`src/rtl/reg_write_sequencer.sv`:
```
// rtl/reg_write_sequencer.sv - buffered setup-then-strobe write initiator for the 8x16 register file
// Optional WB_FORWARD_EN adds fwdData1/fwdData2 (newest pending data for each query select).
module reg_write_sequencer #(
  parameter int DATA_W = 16,
  parameter int ADDR_W = 3,
  parameter int DEPTH  = 4
) (
  input  logic              clk,
  input  logic              rst,
  input  logic              inValid,
  output logic              inReady,
  input  logic [ADDR_W-1:0] inDest,
  input  logic [DATA_W-1:0] inData,
  output logic [ADDR_W-1:0] dataSel,
  output logic [DATA_W-1:0] dataIn,
  output logic              load,
  input  logic [ADDR_W-1:0] qSel1,
  input  logic [ADDR_W-1:0] qSel2,
  output logic              pending1,
  output logic              pending2,
`ifdef WB_FORWARD_EN
  output logic [DATA_W-1:0] fwdData1,
  output logic [DATA_W-1:0] fwdData2,
`endif
  output logic              idle
);

  localparam int PTR_W = $clog2(DEPTH);
  localparam int CNT_W = PTR_W + 1;

  typedef enum logic [1:0] {IDLE, SETUP, STROBE} state_t;

  state_t            state;
  logic [PTR_W-1:0]  head;
  logic [PTR_W-1:0]  tail;
  logic [CNT_W-1:0]  count;
  logic [ADDR_W-1:0] destMem [DEPTH];
  logic [DATA_W-1:0] dataMem [DEPTH];
  logic              full;
  logic              empty;
  logic              push;
  logic              pop;
  logic [PTR_W-1:0]  idx;

  assign full    = (count == CNT_W'(DEPTH));
  assign empty   = (count == '0);
  assign inReady = !full && !rst;
  assign push    = inValid && inReady;
  // Pops only happen where dataSel/dataIn may change: never on the edge load rises.
  assign pop     = !empty && (state == IDLE || state == STROBE);
  assign idle    = empty && (state == IDLE);

  always_ff @(posedge clk) begin
    if (push) begin
      destMem[tail] <= inDest;
      dataMem[tail] <= inData;
    end
  end

  always_ff @(posedge clk) begin
    if (rst) begin
      state   <= IDLE;
      head    <= '0;
      tail    <= '0;
      count   <= '0;
      dataSel <= '0;
      dataIn  <= '0;
      load    <= 1'b0;
    end else begin
      if (push) tail <= tail + 1'b1;
      if (pop)  head <= head + 1'b1;
      count <= count + CNT_W'(push) - CNT_W'(pop);
      case (state)
        IDLE: begin
          if (pop) begin
            dataSel <= destMem[head];
            dataIn  <= dataMem[head];
            state   <= SETUP;
          end
        end
        SETUP: begin
          load  <= 1'b1;
          state <= STROBE;
        end
        STROBE: begin
          load <= 1'b0;
          if (pop) begin
            dataSel <= destMem[head];
            dataIn  <= dataMem[head];
            state   <= SETUP;
          end else begin
            state <= IDLE;
          end
        end
        default: state <= IDLE;
      endcase
    end
  end

  // Scan oldest to newest so later matches override earlier ones; in-flight entry is oldest of all.
  always_comb begin
    idx      = '0;
    pending1 = (state != IDLE) && (dataSel == qSel1);
    pending2 = (state != IDLE) && (dataSel == qSel2);
`ifdef WB_FORWARD_EN
    fwdData1 = pending1 ? dataIn : '0;
    fwdData2 = pending2 ? dataIn : '0;
`endif
    for (int i = 0; i < DEPTH; i++) begin
      idx = head + PTR_W'(i);
      if (CNT_W'(i) < count) begin
        if (destMem[idx] == qSel1) begin
          pending1 = 1'b1;
`ifdef WB_FORWARD_EN
          fwdData1 = dataMem[idx];
`endif
        end
        if (destMem[idx] == qSel2) begin
          pending2 = 1'b1;
`ifdef WB_FORWARD_EN
          fwdData2 = dataMem[idx];
`endif
        end
      end
    end
  end

endmodule
```
`config.mk`:
```
export PLATFORM = sky130hd
export DESIGN_NAME = reg_write_sequencer
export DESIGN_NICKNAME = d
export VERILOG_FILES = /design/src/rtl/reg_write_sequencer.sv
export SDC_FILE = /design/constraint.sdc
export NUM_CORES = 1
export LEC_CHECK = 0
export CORE_MARGIN = 3
export CORE_UTILIZATION = 31
export CTS_CLUSTER_DIAMETER = 30
export DETAILED_ROUTE_END_ITERATION = 7
export DONT_BUFFER_PORTS = 1
export PLACE_DENSITY = 0.54
export SLEW_MARGIN = 10
export SYNTH_ARGS = -nofsm -noshare
export SYNTH_HDL_FRONTEND = slang
export SYNTH_SLANG_ARGS = --single-unit
```
`constraint.sdc`:
```
create_clock -name clk -period 5.7 [get_ports clk]
set_input_delay 1.425 -clock clk [delete_from_list [all_inputs] [get_ports clk]]
set_output_delay 1.425 -clock clk [all_outputs]
set_load 0.01 [all_outputs]
```
### Yosys cells after proc, flatten, opt, wreduce, memory -nomap -nowiden

Memories as Yosys holds them, arrays and structs flattened. A register that Yosys moved wholly into a read port is not among the register bits.
Index checks and enable logic that the tools add are counted.

* memories: 2
* word-level logic and storage cells: 72
* input port bits: 28
* memory bits (writable): 76
* register bits after elaboration: 13
* output and inout port bits: 24

Memories
* dataMem: depth 4, bits a word 16, read ports 1, clocked after memory_dff 1, write ports 1, line 38 `logic [DATA_W-1:0] dataMem [DEPTH];`
* destMem: depth 4, bits a word 3, read ports 4, clocked after memory_dff 1, write ports 1, line 37 `logic [ADDR_W-1:0] destMem [DEPTH];`

* $lt $le $gt $ge: 4
* add/sub/neg operators: 6
* reductions and logical operators: 16
* multiplexer cells: 24
* equal/unequal tests: 14

Operator list (number)
* equality test 3 bit: 10
* two-way mux 1 bit: 19
* logical AND 1 bit: 6
* less-than comparator 1 x 3 -> 1 bit, first input constant: 2
* less-than comparator 2 x 3 -> 1 bit, first input constant: 2
* two-way mux 2 bit: 3
* one-hot mux 2 bit (3 select lines): 1
* adder 2 x 1 -> 2 bit, second input constant: 2
* adder 2 bit, second input constant: 2
* nonzero test 2 bit: 2
* adder 3 x 1 -> 3 bit: 1
* equality test 3 bit, second input constant: 1
* zero test 1 bit: 3
* zero test 3 bit: 1
* subtractor 3 x 1 -> 3 bit: 1
* equality test 2 x 1 -> 1 bit, second input constant: 1
* equality test 2 bit, second input constant: 1
* zero test 2 bit: 1
* != test 2 bit, second input constant: 1
* one-hot mux 1 bit (2 select lines): 1
* AND reduction 2 bit: 1
* OR reduction 2 bit: 1
* logical OR 1 bit: 1

### Logic depth before layout (Yosys ltp)

Gate-level depths: netlist (run 1).

* word-level depth: 10
* mapped depth: 12
* depth with buffers taken out: 11

### Worst setup path before layout (run 1)

OpenSTA, ideal clock, no wires.

* kind: input-to-output
* start point: in qSel1[2]
* end point: out pending1
* required time: 4.275 ns
* cell stages on the path: 4
* data arrival time: 2.387 ns
* setup slack: 1.888 ns
* path buffers: 1
* path through: clkbuf_1 xor2_1 or4_1 nand3_1

* word-level cells in the longest chain between the ends: 10
* elaborated cells between the ends (all ways): 14
* those cells by class: 5 x eq/ne; 8 x mux; 1 x reduce/logical

Ends and longest elaborated chain
* start, declared: line 17 `input logic [ADDR_W-1:0] qSel1,`
* equality test 3 bit: line 103 `pending1 = (state != IDLE) && (dataSel == qSel1);`
* logical AND 1 bit: line 103
* two-way mux 1 bit: line 112 `if (destMem[idx] == qSel1) begin`
* two-way mux 1 bit: line 111 `if (CNT_W'(i) < count) begin`
* two-way mux 1 bit: line 112
* two-way mux 1 bit: line 111
* two-way mux 1 bit: line 112
* two-way mux 1 bit: line 111
* two-way mux 1 bit: line 112
* two-way mux 1 bit (*): line 111
* end, declared: line 19 `output logic pending1,`

Mark *: on every way between the ends. The rest lies on a longest branch, timed or not.

### Worst setup path after layout (run 1)

* start point: reg head[0]
* end point: out pending1

* word-level cells in the longest chain between the ends: 9
* elaborated cells between the ends (all ways): 13
* those cells by class: 3 x add/sub; 3 x eq/ne; 6 x mux; 1 x memory

Ends and longest elaborated chain
* start, declared: line 34 `logic [PTR_W-1:0] head;`
* start signal, assigned: line 71 `if (pop) head <= head + 1'b1;`
* adder 2 x 1 -> 2 bit: line 110 `idx = head + PTR_W'(i);`
* memory (4 x 3 bit) (*)
* equality test 3 bit: line 112
* two-way mux 1 bit: line 112
* two-way mux 1 bit: line 111
* two-way mux 1 bit: line 112
* two-way mux 1 bit: line 111
* two-way mux 1 bit: line 112
* two-way mux 1 bit (*): line 111

Marked as above.

==> results of run 1 <==
-- kinds of logic (layout without fill, tap and decap cells) --
| group | after synthesis | after routing |
|---|---|---|
| AOI/OAI and AO/OA | 28 | 28 |
| DFF | 107 | 107 |
| and+or+nand+nor | 69 | 69 |
| xor gates and xnor gates | 34 | 34 |
| buffers and inverters | 30 | 28 |
| muxes | 29 | 29 |
| adders and majority gates | 13 | 13 |
-- worst reg2reg max path, stage by stage, from the launching register on --
cell     delay, ns
dfxtp_1       0.38
inv_1         0.08
ha_1          0.25
nor2_1        0.10
or2_2         0.45
inv_1         0.55
ha_1          0.46
inv_1         0.04
ha_1          0.19
fa_1          0.38
xor2_1        0.17
nor2_1        0.05
-- registers in the layout, indices dropped and copies added (netlist names), named ones only --
name and flops:
count 3, dataIn 16, dataMem 64, dataSel 3, destMem 12, head 2, load 1, state 2
tail 2
-- placed cells by master (no fill, tap or decap) --
| master | n |
|---|---|
| mux2i_1 | 1 |
| xor2_1 | 20 |
| or4_1 | 2 |
| nor4_1 | 4 |
| fa_1 | 1 |
| clkbuf_1 | 2 |
| nor2_1 | 10 |
| or2_2 | 1 |
| and3_1 | 4 |
| nor2b_1 | 3 |
| clkinv_4 | 1 |
| nor3_1 | 1 |
| dfxtp_2 | 1 |
| nand2_1 | 40 |
| mux4_1 | 1 |
| and2_1 | 2 |
| xnor2_1 | 14 |
| o31ai_1 | 1 |
| inv_1 | 11 |
| a211oi_1 | 1 |
| clkbuf_16 | 9 |
| mux4_2 | 27 |
| buf_4 | 1 |
| clkinvlp_4 | 2 |
| ha_1 | 12 |
| inv_8 | 2 |
| a41oi_1 | 4 |
| nand3_1 | 2 |
| dfxtp_1 | 30 |
| a31oi_1 | 1 |
| a21oi_1 | 21 |
| edfxtp_1 | 76 |
-- report_power, final --
group / switching (mW) / internal [mW] / leakage, nW
clock: 0.277 / 0.304 / 0.130
combinational: 0.368 / 0.306 / 0.584
sequential: 0.157 / 0.954 / 0.945
total: 0.802 / 1.56 / 1.66
-- metrics by stage --
| step | cells | instance area, sq um | setup slack [ns] | hold WS (ns) | util (%) |
|---|---|---|---|---|---|
| finish | 488 | 5036 | 1.530 | 0.5025 | 35.46 |
| global route | 488 | 5036 | 1.313 | 0.5249 | 35.46 |
| CTS | 488 | 5036 | 1.451 | 0.5075 | 35.46 |
| detailed placement | 472 | 4757 | 1.834 | 0.4961 | 33.49 |
| floorplan | 310 | 4607 | 1.888 | 0.4805 | - |
| global placement | 472 | 4757 | 1.844 | 0.4904 | 33.49 |
-- layout make-up --
cell class              count  area share, %
clock buffers              11          4.621
clock inverters             5         0.9193
inverters                  11         0.8199
multi-input cells         173          31.35
flip-flops and latches    107          57.66
well taps                 180          4.472
repair buffers              1         0.1491
-- metal layers --
| metal | GRT usage (%) | vias to the layer above |
|---|---|---|
| li1 | - | 1123 |
| met1 | 13.89 | 1211 |
| met2 | 19.96 | 46 |
| met3 | 3.625 | 7 |
| met4 | 3.371 | 0 |
| met5 | 0 | - |
-- path summary, 6_finish.rpt --
kind                                         startpoint                 endpoint
worst min-delay path            dataIn[14]$_SDFFE_PP0P_  dataIn[14]$_SDFFE_PP0P_
worst min register to register  dataIn[14]$_SDFFE_PP0P_  dataIn[14]$_SDFFE_PP0P_
worst max-delay path               head[0]$_SDFFE_PP0P_                 pending1
worst max register to register    state[0]$_SDFFE_PP0P_      count[2]$_SDFF_PP0_
==> metrics, run 1 <==
worst slew pin tran=1.114 ns; crit-path max cell delay=between 0.9 and 1 ns; Port Buffers=0; status=finished clean; Syn. warnings=0; clock skew=0.005921 ns; Data arrival, critical path=2.75 ns; Post-Syn Nets=between 300 and 400; synth unique cells=29; Final Wtd Congestion=~0.78; EDFF count, synth=76; Die Height=127.9 um; I/O pin count=52; Critical Path Sink Type=output pin; Area contributors post-synth=edfxtp_1, dfxtp_1, mux4_2; Yosys top cell by area=edfxtp_1; Post-Synth XOR/XNOR Area=between 6 and 7%; static leakage=between 1.5 and 2 nW; CTS tree=done; clock slew at reported path FFs=about 0.07 ns; compound-cell area share of the yosys netlist=3.504%; Worst-Skew Late Latency=0.34 ns; CTS Sinks=approximately 110; setup slack, reg-to-reg=2.50 ns; synthesized area=0.004607 sq mm; post-synthesis adder-cell area fraction=between 3 and 4%; largest net degree at the start of global routing=32; most common cell in the synthesized netlist=edfxtp_1; Seq/Total Area, Yosys=63.01%; worst-path cell chain=mux4_2, xor2_1, or4_1, nand3_1; Worst Hold Class=flip-flop to flip-flop; global-route wire length before repair=14,160 um; unrepaired setup endpoints after global routing=no; Final Hold Viols=0; vias=2,387; routed wl met2=4654 um; clk buf depth=2; simple logic cell fraction of the synthesized area=around 6.6%; mux cell area share after synthesis=13.99%; Syn Inst Count=310; CP max-delay cell=dfxtp_2; crit-path max FO=27; Top Layer Used=met4; IR drop worst, VDD=243.2 uV; CTS HTree Levels=3; drt drc=0; Congestion Overflow GR=0; Setup Crit Path Kind=flip-flop to output pin; DR iter-0 viols=123; vias in the first global route=2,568; nets@finish=344; share of post-route cells with drive strength above 1=~14%; maximum clock rate=239.8 MHz; cts bufs inserted=9; initial antenna violation count=0; ANT nets after route=0; area delta synth->final=9.316%; Die Area=approximately 0.016 sq mm; wire per inst=18.48 um; Final Slew Violations=0; CP delay by family, top=flip-flops; largest family of logic cells by synthesized area=multiplexers; post-CTS sizing=0; WP depth=4; Ant. Diodes=0; met1 WL=approximately 3800 um; CTS Root Cell=clkbuf_16; synthesis-stage register bit count=107; hold depth=2; Worst Path Required=~4.3 ns; Post-CTS Hold Buffers=0; Fillers=approximately 1,400; Max-Cap Viols=0; vias per cell=4.891; Synth top area share=about half; initial core utilization=32.43%; hpwl dp=slightly below 6000 um; Post-Route WL=9017 um; Reg2Reg Depth=11; critical path startpoint category=flip-flop; Top FF cell, synth=edfxtp_1; ys async rst share=0%; Core Region=around 0.014 sq mm; Tmin final=4.170 ns; Pwr Density=~470 mW/mm^2; Overall Power=2.365 mW; total setup buffers inserted after CTS=0; gr usage total=11.56%; DR WL met3=486 um; row count=43; Crit path buffers/inverters=0; top cells by count, synth=edfxtp_1, nand2_1, dfxtp_1; area of the multi-input gates=0.001579 sq mm; Seq. cell area=between 0.002 and 0.003 sq mm; count of final setup violators=0; Avg Synthesized Cell Area=14.86 sq um; Relative slew margins=25.76%; Final TNS setup=0 ns; final worst path period share=between 70% and 80%; DR pass1 iterations=4; die extent in x=roughly 130 um
Power figures use the tool's default switching activity.
==> inputs of run 2 (changes only) <==
PLACE_DENSITY = 0.55   (was 0.54)
clock period = 3.7 ns   (was 5.7 ns; I/O delays follow)
==> run 2 against run 1 <==
Register-to-register slack lost 1.3 ns. Clock skew grew 0.0030 ns. Combinational power grew 65%. First-iteration DRC count shrank 28%. Clock-buffer cell count is the same. Sequential share of layout area shrank 1.0 points. Worst setup slack lost 1.1 ns. Power grew 59%.
==> metrics, run 2 (synthesis gave the netlist of run 1 again) <==
Post-CTS Hold Buffers=0; clock skew=0.008876 ns; Clock power frac=between 20% and 30%; Data arrival, critical path=2.39 ns; Die Height=127.9 um; clk buf depth=2; Worst Hold Class=flip-flop to flip-flop; status=finished clean; slack of the critical path=0.3823 ns; share of post-route cells with drive strength above 1=between 15 and 20%; global-route wire length before repair=14,780 um; vias per cell=roughly 4.8; DR iter-0 viols=between 80 and 90; area delta synth->final=11.33%; Final Hold Viols=0; row count=43; IR drop worst, VDD=307.6 uV; Setup WS pre-CTS=0.6861 ns; placed cells=480; drt drc=0; Worst Path Required=2.77 ns; Setup Crit Path Kind=flip-flop to output pin; DR pass1 iterations=4; Worst-Skew Late Latency=0.34 ns; Die Area=0.01636 sq mm; die extent in x=127.9 um; fin util=a little over a third; Relative slew margins=roughly two thirds; largest net degree at the start of global routing=32; setup slack, reg-to-reg=1.25 ns; Int Power=2.523 mW; gr usage total=12.10%; Ant. Diodes=0; Fillers=1,391; ANT nets after route=0; most frequent cells in the layout=edfxtp_1, nand2_1, dfxtp_1; maximum clock rate=roughly 300 MHz; Gate power share=slightly below 30%; unrepaired setup endpoints after global routing=no; initial core utilization=roughly a third; Final TNS setup=0 ns; CTS tree=done; Post-Route WL=9339 um; CTS Root Cell=clkbuf_16; nets@finish=around 350; vias in the first global route=between 2,000 and 3,000; Final Slew Violations=0; CTS HTree Levels=3; clock slew at reported path FFs=0.07 ns; vias=2,401; Regs by FF count=dataMem: 64 flops, dataIn: 16 flops, destMem: 12 flops; total setup buffers inserted after CTS=0; Max-Cap Viols=0; worst slew pin tran=about 0.52 ns; Congestion Overflow GR=0; initial antenna violation count=0; I/O pin count=52; commonest non-fill, non-tap cell in the layout=edfxtp_1; CTS Sinks=107; Tmin final=about 3.3 ns; crit-path max FO=19; Port Buffers=0; Critical Path Sink Type=output pin; largest reg by FF count=dataMem; switch share=33.09%; net switching power=approximately 1.2 mW; post-CTS sizing=0; count of final setup violators=0; Placed Area=0.004817 sq mm; wire per inst=between 15 and 20 um; static leakage=1.720 nW; Pwr Density=735.3 mW/mm^2; cts bufs inserted=9; number of flip-flops in the largest register=64; Final Wtd Congestion=0.7573; non-filler instance count after layout=496; critical path startpoint category=flip-flop; Design Area, Final=0.005129 sq mm; final worst path period share=between 80 and 90%; hpwl dp=6058 um; Core Region=around 0.014 sq mm; power share of the sequential group=44.4%
-- run 2: changes by cell type in the layout (fill, tap and decap cells not counted), sizes merged --
cell / change
buf: +8
bufinv: +1
clkinvlp: -1
-- run 2: area by class of cell --
cell class,instances,area [sq um],area share (%)
clock buffer,11,242.7,4.733
inverter,11,41.29,0.8051
multi-input combinational,173,1579,30.79
clock inverter,5,68.82,1.342
tap,180,225.2,4.391
sequential,107,2904,56.62
timing repair buffer,9,67.56,1.317
-- run 2: through the flow --
step | hold slack, ns | power, mW
detailed placement | 0.4957 | 2.845
finish | 0.5018 | 3.771
global placement | 0.4919 | 2.819
CTS | 0.5125 | 3.846
global route | 0.5336 | 4.041
floorplan | 0.4805 | 2.550
-- run 2: final timing paths --
| kind | from | end | depth (start not counted) |
|---|---|---|---|
| setup / recovery | head[0]$_SDFFE_PP0P_ | pending1 | 5 |
| setup reg to reg | state[0]$_SDFFE_PP0P_ | count[1]$_SDFF_PP0_ | 11 |
| hold reg to reg | dataIn[0]$_SDFFE_PP0P_ | dataIn[0]$_SDFFE_PP0P_ | 2 |
| hold / removal | dataIn[0]$_SDFFE_PP0P_ | dataIn[0]$_SDFFE_PP0P_ | 2 |
-- run 2: critical path: stages (launching register included) --
cell	delay (ns)
dfxtp_2	0.49
buf_4	0.42
mux4_2	0.61
xnor2_1	0.15
a41oi_1	0.20
nand3_1	0.17
-- run 2: power groups by stage --
stage	Clock, mW	Combinational [mW]	Sequential (mW)
floorplan	0	0.921	1.63
global placement	0	1.12	1.70
detailed placement	0	1.13	1.71
CTS	1.02	1.14	1.69
global route	1.07	1.26	1.71
finish	0.988	1.11	1.68
-- run 2: metal layers --
layer  track usage [%]  vias up  wire length, um
li1                  -     1144                -
met1             15.34     1207             4113
met2             19.62       44             4596
met3             4.750        6              542
met4             2.809        0               87
met5                 0        -                0
==> inputs of run 3 (changes only) <==
PLACE_DENSITY = 0.54   (was 0.55)
clock period = 3.64 ns   (was 3.7 ns; I/O delays follow)
==> run 3 against run 2 <==
Clock skew decreased by 0.0043 ns. Sequential power about the same. Global-route usage decreased by 0.40 points. Combinational power about the same. Worst setup slack got worse by 0.0064 ns. Critical path depth unchanged. Die area unchanged. Via count increased by 0.96%. Largest power group unchanged. Hold slack improved by 0.0035 ns. Largest cell class unchanged. Non-clock buffer count decreased by 1. First-iteration DRC count increased by 50%.
==> metrics, run 3 (synthesis gave the netlist of run 1 again) <==
Final Wtd Congestion=roughly 0.73; crit-path max FO=20; clock skew=0.004563 ns; worst slew pin tran=roughly 0.53 ns; clk buf depth=2; global-route wire length before repair=14,240 um; ANT nets after route=0; DR iter-0 viols=132; Setup Crit Path Kind=flip-flop to output pin; Regs by FF count=dataMem: 64 flops, dataIn: 16 flops, destMem: 12 flops; total setup buffers inserted after CTS=0; CTS Sinks=107; most frequent cells in the layout=edfxtp_1, nand2_1, dfxtp_1; Design Area, Final=0.005111 sq mm; nets@finish=~350; CTS tree=done; row count=43; unrepaired setup endpoints after global routing=no; area delta synth->final=10.95%; largest net degree at the start of global routing=32; Core Region=0.01420 sq mm; Tmin final=~3.3 ns; Post-CTS Hold Buffers=0; Congestion Overflow GR=0; Worst Path Required=2.73 ns; Reg2Reg Depth=11; initial core utilization=~32%; Final Slew Violations=0; Relative slew margins=64.90%; CTS Root Cell=clkbuf_16; I/O pin count=52; maximum clock rate=306.4 MHz; Worst-Skew Late Latency=between 0.3 and 0.4 ns; post-CTS sizing=0; die extent in x=127.9 um; commonest non-fill, non-tap cell in the layout=edfxtp_1; Final Hold Viols=0; Max-Cap Viols=0; Post-Route WL=~9000 um; Critical Path Sink Type=output pin; CTS HTree Levels=3; gr usage total=11.70%; Ant. Diodes=0; clock slew at reported path FFs=0.07 ns; number of flip-flops in the largest register=64; Pwr Density=741.7 mW/mm^2; Worst Hold Class=flip-flop to flip-flop; Data arrival, critical path=2.35 ns; cts bufs inserted=9; vias per cell=4.897; Fillers=between 1,000 and 1,500; hpwl dp=around 6000 um; initial antenna violation count=0; Port Buffers=0; status=finished clean; Die Height=127.9 um; vias=2,424; drt drc=0; DR pass1 iterations=4; share of post-route cells with drive strength above 1=16.19%; wire per inst=~18 um; count of final setup violators=0; critical path startpoint category=flip-flop; static leakage=1.710 nW; vias in the first global route=~2,500; IR drop worst, VDD=~290 uV; final worst path period share=about nine tenths; Placed Area=0.004810 sq mm; hold depth=2; Final TNS setup=0 ns; largest reg by FF count=dataMem; Die Area=0.01636 sq mm
==> run 3: cell types whose count changed in the layout (fill, tap and decap cells not counted), sizes merged <==
cell / change
buf: -1
clkinv: -1
inv: +1
==> run 3: worst paths after layout <==
path,to,start,slack (ns)
setup reg to reg,count[2]$_SDFF_PP0_,state[0]$_SDFFE_PP0P_,1.06
hold reg to reg,dataIn[10]$_SDFFE_PP0P_,dataIn[10]$_SDFFE_PP0P_,0.51
hold / removal,dataIn[10]$_SDFFE_PP0P_,dataIn[10]$_SDFFE_PP0P_,0.51
setup / recovery,pending1,head[0]$_SDFFE_PP0P_,0.38
==> run 3: layout make-up <==
cell class                 count  area (sq um)  share of cell area [%]
timing repair buffer           8         60.06                   1.175
inverter                      11         41.29                  0.8078
tap                          180         225.2                   4.406
sequential                   107          2904                   56.82
clock inverter                 5         68.82                   1.346
clock buffer                  11         232.7                   4.553
multi-input combinational    173          1579                   30.89
==> run 3: critical path, stage by stage (launching register included) <==
cell     delay (ns)
dfxtp_2        0.45
buf_4          0.41
mux4_2         0.62
xnor2_1        0.15
a41oi_1        0.21
nand3_1        0.17
==> run 3: power breakdown <==
group          total [mW]  leakage (nW)  switching, mW  internal (mW)
clock network       0.979         0.144          0.433          0.546
logic                1.11         0.621          0.609          0.502
registers            1.70         0.945          0.208           1.49
total                3.79          1.71           1.25           2.54
==> run 3: layer usage <==
metal	vias to the layer above	share of wire [%]	GRT usage [%]
met2	53	53	20.15
met5	-	0	0
met3	7	7.6	4.833
met4	0	1.0	3.496
met1	1221	38	13.32
li1	1143	-	-
==> run 3: stage by stage <==
stage,power (mW),setup WS (ns),cells,util (%),hold slack (ns)
after floorplan,2.592,0.8576,310,-,0.4805
after global placement,2.846,0.7316,479,33.86,0.5034
after detailed placement,2.875,0.7202,479,33.86,0.5047
after CTS,3.866,0.3397,495,35.98,0.5149
after global routing,4.062,0.2149,495,35.98,0.5281
final,3.791,0.3759,495,35.98,0.5052
